**src/rtl/rr_fifo_arbiter_pkg.sv**
```systemverilog
// Shared types and helpers for the round-robin FIFO write arbiter.
package rr_fifo_arbiter_pkg;

    typedef enum logic [0:0] {
        StIdle  = 1'b0,
        StGrant = 1'b1
    } arb_state_e;

    localparam int unsigned CountWidth = 8;

    function automatic int unsigned clog2(input int unsigned n);
        int unsigned r;
        r = 0;
        while ((32'd1 << r) < n) begin
            r++;
        end
        return r;
    endfunction

endpackage

```
**src/rtl/rr_fifo_arbiter_pick.sv**
```systemverilog
// Combinational round-robin search: first set bit of req starting after index last.
module rr_pick
    import rr_fifo_arbiter_pkg::*;
#(
    parameter int unsigned NREQ = 4,
    parameter int unsigned IW   = clog2(NREQ)
) (
    input  logic [NREQ-1:0] req,
    input  logic [IW-1:0]   last,
    output logic            found,
    output logic [IW-1:0]   idx
);

    always_comb begin
        int unsigned cand;
        logic [IW-1:0] cand_idx;
        found    = 1'b0;
        idx      = '0;
        cand     = 0;
        cand_idx = '0;
        // Offsets 1..NREQ visit every requester once, ending at last itself.
        for (int unsigned i = 1; i <= NREQ; i++) begin
            cand     = (32'(last) + i) % NREQ;
            cand_idx = cand[IW-1:0];
            if (!found && req[cand_idx]) begin
                found = 1'b1;
                idx   = cand_idx;
            end
        end
    end

endmodule

```
**src/rtl/rr_fifo_arbiter.sv**
```systemverilog
// Round-robin arbiter feeding an external FIFO write port in bursts of up to BURST_MAX beats.
// Define ARB_STATS_EN to add per-requester saturating beat counters (stat_clr / stat_beats).
module rr_fifo_arbiter
    import rr_fifo_arbiter_pkg::*;
#(
    parameter int unsigned NREQ      = 4,
    parameter int unsigned DSIZE     = 32,
    parameter int unsigned BURST_MAX = 8
) (
    input  logic                     clk,
    input  logic                     rst_n,
    input  logic [NREQ-1:0]          req_valid,
    input  logic [NREQ-1:0]          req_last,
    input  logic [NREQ*DSIZE-1:0]    req_data,
    output logic [NREQ-1:0]          req_ready,
    output logic [DSIZE-1:0]         fifo_wdata,
    output logic                     fifo_winc,
    input  logic                     fifo_wfull,
    output logic [clog2(NREQ)-1:0]   grant_id,
    output logic                     busy
`ifdef ARB_STATS_EN
    ,
    input  logic                     stat_clr,
    output logic [NREQ*16-1:0]       stat_beats
`endif
);

    localparam int unsigned IW = clog2(NREQ);

    arb_state_e            state_q;
    logic [IW-1:0]         grant_q;
    logic [IW-1:0]         last_q;
    logic [CountWidth-1:0] count_q;
    logic [CountWidth-1:0] count_inc;
    logic                  pick_found;
    logic [IW-1:0]         pick_idx;
    logic                  burst_end;

    rr_pick #(
        .NREQ (NREQ),
        .IW   (IW)
    ) u_pick (
        .req   (req_valid),
        .last  (last_q),
        .found (pick_found),
        .idx   (pick_idx)
    );

    assign busy       = (state_q == StGrant);
    assign grant_id   = grant_q;
    assign fifo_wdata = req_data[32'(grant_q)*DSIZE +: DSIZE];
    assign fifo_winc  = busy & req_valid[grant_q] & ~fifo_wfull;
    assign count_inc  = count_q + CountWidth'(1);
    assign burst_end  = fifo_winc &
                        (req_last[grant_q] | (count_inc == CountWidth'(BURST_MAX)));

    always_comb begin
        req_ready          = '0;
        req_ready[grant_q] = fifo_winc;
    end

    always_ff @(posedge clk or negedge rst_n) begin
        if (!rst_n) begin
            state_q <= StIdle;
            grant_q <= '0;
            last_q  <= IW'(NREQ - 1);
            count_q <= '0;
        end else begin
            unique case (state_q)
                StIdle: begin
                    if (pick_found) begin
                        state_q <= StGrant;
                        grant_q <= pick_idx;
                        count_q <= '0;
                    end
                end
                StGrant: begin
                    // A stalled or idle requester keeps the grant; only an accepted beat advances.
                    if (fifo_winc) begin
                        count_q <= count_inc;
                        if (burst_end) begin
                            state_q <= StIdle;
                            last_q  <= grant_q;
                        end
                    end
                end
                default: state_q <= StIdle;
            endcase
        end
    end

`ifdef ARB_STATS_EN
    for (genvar i = 0; i < NREQ; i++) begin : g_stat
        logic [15:0] beats_q;

        always_ff @(posedge clk or negedge rst_n) begin
            if (!rst_n) begin
                beats_q <= '0;
            end else if (stat_clr) begin
                beats_q <= '0;
            end else if (req_ready[i] && (beats_q != 16'hffff)) begin
                beats_q <= beats_q + 16'd1;
            end
        end

        assign stat_beats[i*16 +: 16] = beats_q;
    end
`endif

endmodule
```
**config.mk**
```make
export PLATFORM = sky130hd
export DESIGN_NAME = rr_fifo_arbiter
export DESIGN_NICKNAME = d
export VERILOG_FILES = /design/src/rtl/rr_fifo_arbiter_pkg.sv /design/src/rtl/rr_fifo_arbiter_pick.sv /design/src/rtl/rr_fifo_arbiter.sv
export SDC_FILE = /design/constraint.sdc
export NUM_CORES = 1
export LEC_CHECK = 0
export BUFFER_PORTS_ARGS = -buffer_cell sky130_fd_sc_hd__buf_2
export CAP_MARGIN = 30
export CORE_ASPECT_RATIO = 1.1
export CORE_UTILIZATION = 27
export DETAILED_ROUTE_END_ITERATION = 8
export PLACE_DENSITY_LB_ADDON = 0.05
export SLEW_MARGIN = 20
export SYNTH_ARGS = -nofsm -noshare
export SYNTH_HDL_FRONTEND = slang
export SYNTH_SLANG_ARGS = --single-unit
```
**constraint.sdc**
```tcl
create_clock -name clk -period 1.7 [get_ports clk]
set_input_delay 0.085 -clock clk [delete_from_list [all_inputs] [get_ports clk]]
set_output_delay 0.085 -clock clk [all_outputs]
set_load 0.02 [all_outputs]
```
==> results.yml <==
die:
  fp.dieArea_um2: 6670
  rows: 30
  chipHeight_um: 85.5
  io_pins: 179
  die_w_um: 77.9
  initial_core_util_pct: 27.8
  core_um2: 6160
setup_path:
  r2r-start: "grant_id[0]"
  r2r_slack_ns: -0.05
  reg2reg_depth: 6
  crit_end: "last_q[0]"
  cp-end-kind: "register"
  crit_arrival_ns: 1.92
  critPathRequiredTime_ns: 1.87
  worstSetupPathType: "reg2reg"
  r2r-end: "last_q[0]"
  start_kind: "register"
  startpoint: "grant_id[0]"
  path_max_fanout: 6
synthesis:
  synth_commonest_cells: "33 x mux4_2, 15 x nand2_1, 14 x o21ai_0"
  ys_seq_area_share_pct: 19.1
  synthFlopType: "dfrtp_1"
  yosysTopAreaCell: "mux4_2"
  netlist.area_leader.share_pct: 43.4
  ys_warn_count: 0
  syn_avg_cell_area_um2: 12.0
  synth_edf_count: 0
  netlist_area_um2: 1710
  netlist_top_cells_area: "mux4_2 43%, dfrtp_1 16%, o21ai_0 4.1%"
  syn-instance-count: 143
  async_reset_ff_share_pct: 100
  synth.most_common_cell: "mux4_2"
  synth_cell_types: 40
  syn_nets: 284
  ys_ff_latch: 13
route:
  ant_nets: 0
  drt_iter0_drc: 38
  routedWlPerCell_um: 15.9
  viasPerCell: 4.81
  first_pass_iters: 4
  drt-total-wl_um: 6850
  via_count: 2070
  drc_errors: 0
cells_and_area:
  nets: 488
  multi_input_area_um2: 1350
  regArea_um2: 330
  fin_util_pct: 49.5
  layout-drive-gt1-share_pct: 78.0
  area_growth_pct: 77.9
  design_area_um2: 3050
  fillers: 599
clocking:
  clockBufferDepth: 2
  path_clk_slew_ns: 0.06
  tritoncts: "yes"
  clock-root-buffer: "clkbuf_8"
  cts.sinks: 13
  clkLatencyLatePin_ns: 0.24
  cts.htree.levels: 1
  cts_made_buffers: 3
grt:
  grt_pass1_wl_um: 10700
  grt_max_degree: 26
  antenna_found_initial: 4
  grt_usage_pct: 20.6
  grt_overflow: 0
  grt_pass1_vias: 2103
flow_run:
  cap_violations: 0
sta:
  finalSetupViolCount: 24
  post-route-period-util_pct: 103
  slew_headroom_pct: 78.9
  rsz0062_at_grt: "true"
  finalMaxSlewViolations: 0
  fmax_mhz: 571
  tightest_slew_ns: 0.317
  whs_ns: 0.243
  setup_ws_ns: -0.0500
  min_period_ns: 1.75
  hold_viol_final: 0
  fin_skew_ns: 0.00586
min_path:
  min-delay-path-class: "in2reg"
place:
  dp_hpwl_um: 5860
  gp_congestion: 0.900
  placed_area_um2: 2830
  portBuffers: 178
power_and_ir_drop:
  p_per_area_nw_per_um2: 1370
  p_leak_nw: 1.49
  peakVddDrop_mv: 0.651
outcome:
  violations: "negative setup slack"
  outcome: "finished with violations"
## what timing repair did
action / in CTS / in global routing
resized for setup: 9 / 16
endpoints found under the hold margin: 11 / 0
pin swaps: 1 / 3
hold buffers: 1 / 0
endpoints found under the setup margin: 31 / 39
setup buffers: 1 / 8
## area by class of cell
class,instances,share of cell area [%]
antenna,4,0.329
clock buffer,3,1.36
clock inverter,1,0.164
inverter,4,0.739
multi-input combinational,116,44.3
sequential,13,10.8
tap,80,3.29
timing repair buffer,209,39.0
## cell usage in the layout (no fill, tap or decap), types with 4 or more instances in the layout
cell / n
buf_6: 4
a21oi_1: 5
diode_2: 4
buf_4: 27
nor2_1: 11
buf_2: 174
dfrtp_1: 9
nand2_1: 15
mux4_2: 33
o21ai_0: 10
## critical path: stages, from the launching register on
cell,delay [ns]
dfrtp_2,0.49
nor3b_4,0.29
a2bb2oi_4,0.12
inv_8,0.07
nand3_4,0.07
o31ai_4,0.31
mux2_4,0.33
## logic make-up (layout without fill, tap and decap cells)
logic type / after synthesis / count (layout) / share of synthesized area (%)
other: 0 / 4 / 0
adders and majority gates: 2 / 2 / 1.46
AOI/OAI and AO/OA: 31 / 31 / 12.7
buffers and inverters: 14 / 217 / 4.75
DFF: 13 / 13 / 19.1
xor gates and xnor gates: 2 / 2 / 1.02
muxes: 38 / 38 / 47.4
and+or+nand+nor: 43 / 43 / 13.5
## sequential cells by signal, indices dropped and copies added, names as in the netlist
signal,flops
busy,1
last_q,2
count_q,8
grant_id,2
## power breakdown
group | leakage, nW | switching [mW] | internal, mW
Sequential | 0.163 | 0.116 | 0.410
Combinational | 1.30 | 1.65 | 1.71
Clock | 0.0255 | 0.121 | 0.162
## stage by stage
stage | std cells | power (mW) | setup slack, ns | TNS, ns
after floorplan | 143 | 2.73 | -0.117 | -0.268
after global placement | 413 | 3.61 | -0.0891 | -0.178
after detailed placement | 413 | 3.60 | -0.125 | -0.250
after CTS | 419 | 4.02 | -0.0671 | -1.10
after global routing | 428 | 4.44 | -0.117 | -2.51
final | 430 | 4.17 | -0.0500 | -0.687
## worst min path at each step
| stage | from | to | slack [ns] | cells past startpoint |
|---|---|---|---|---|
| final | req_valid[2] | grant_id[1] | 0.24 | 3 |
| after global routing | rst_n | count_q[0] | 0.29 | 2 |
| after CTS | req_valid[2] | grant_id[1] | 0.25 | 3 |
| after detailed placement | rst_n | count_q[4] | 0.003 | 1 |
| after global placement | rst_n | count_q[4] | -0.004 | 1 |
| after floorplan | rst_n | busy | -0.21 | 0 |
## routing by layer
layer  vias up  GRT usage (%)  part of all wire, %
met5         -              0                 0.12
met4         2           6.23                  1.8
met3        12           7.23                   11
met2       106           36.7                   50
met1       957           23.1                   37
li1        993              -                    -
Power figures use the tool's default switching activity.
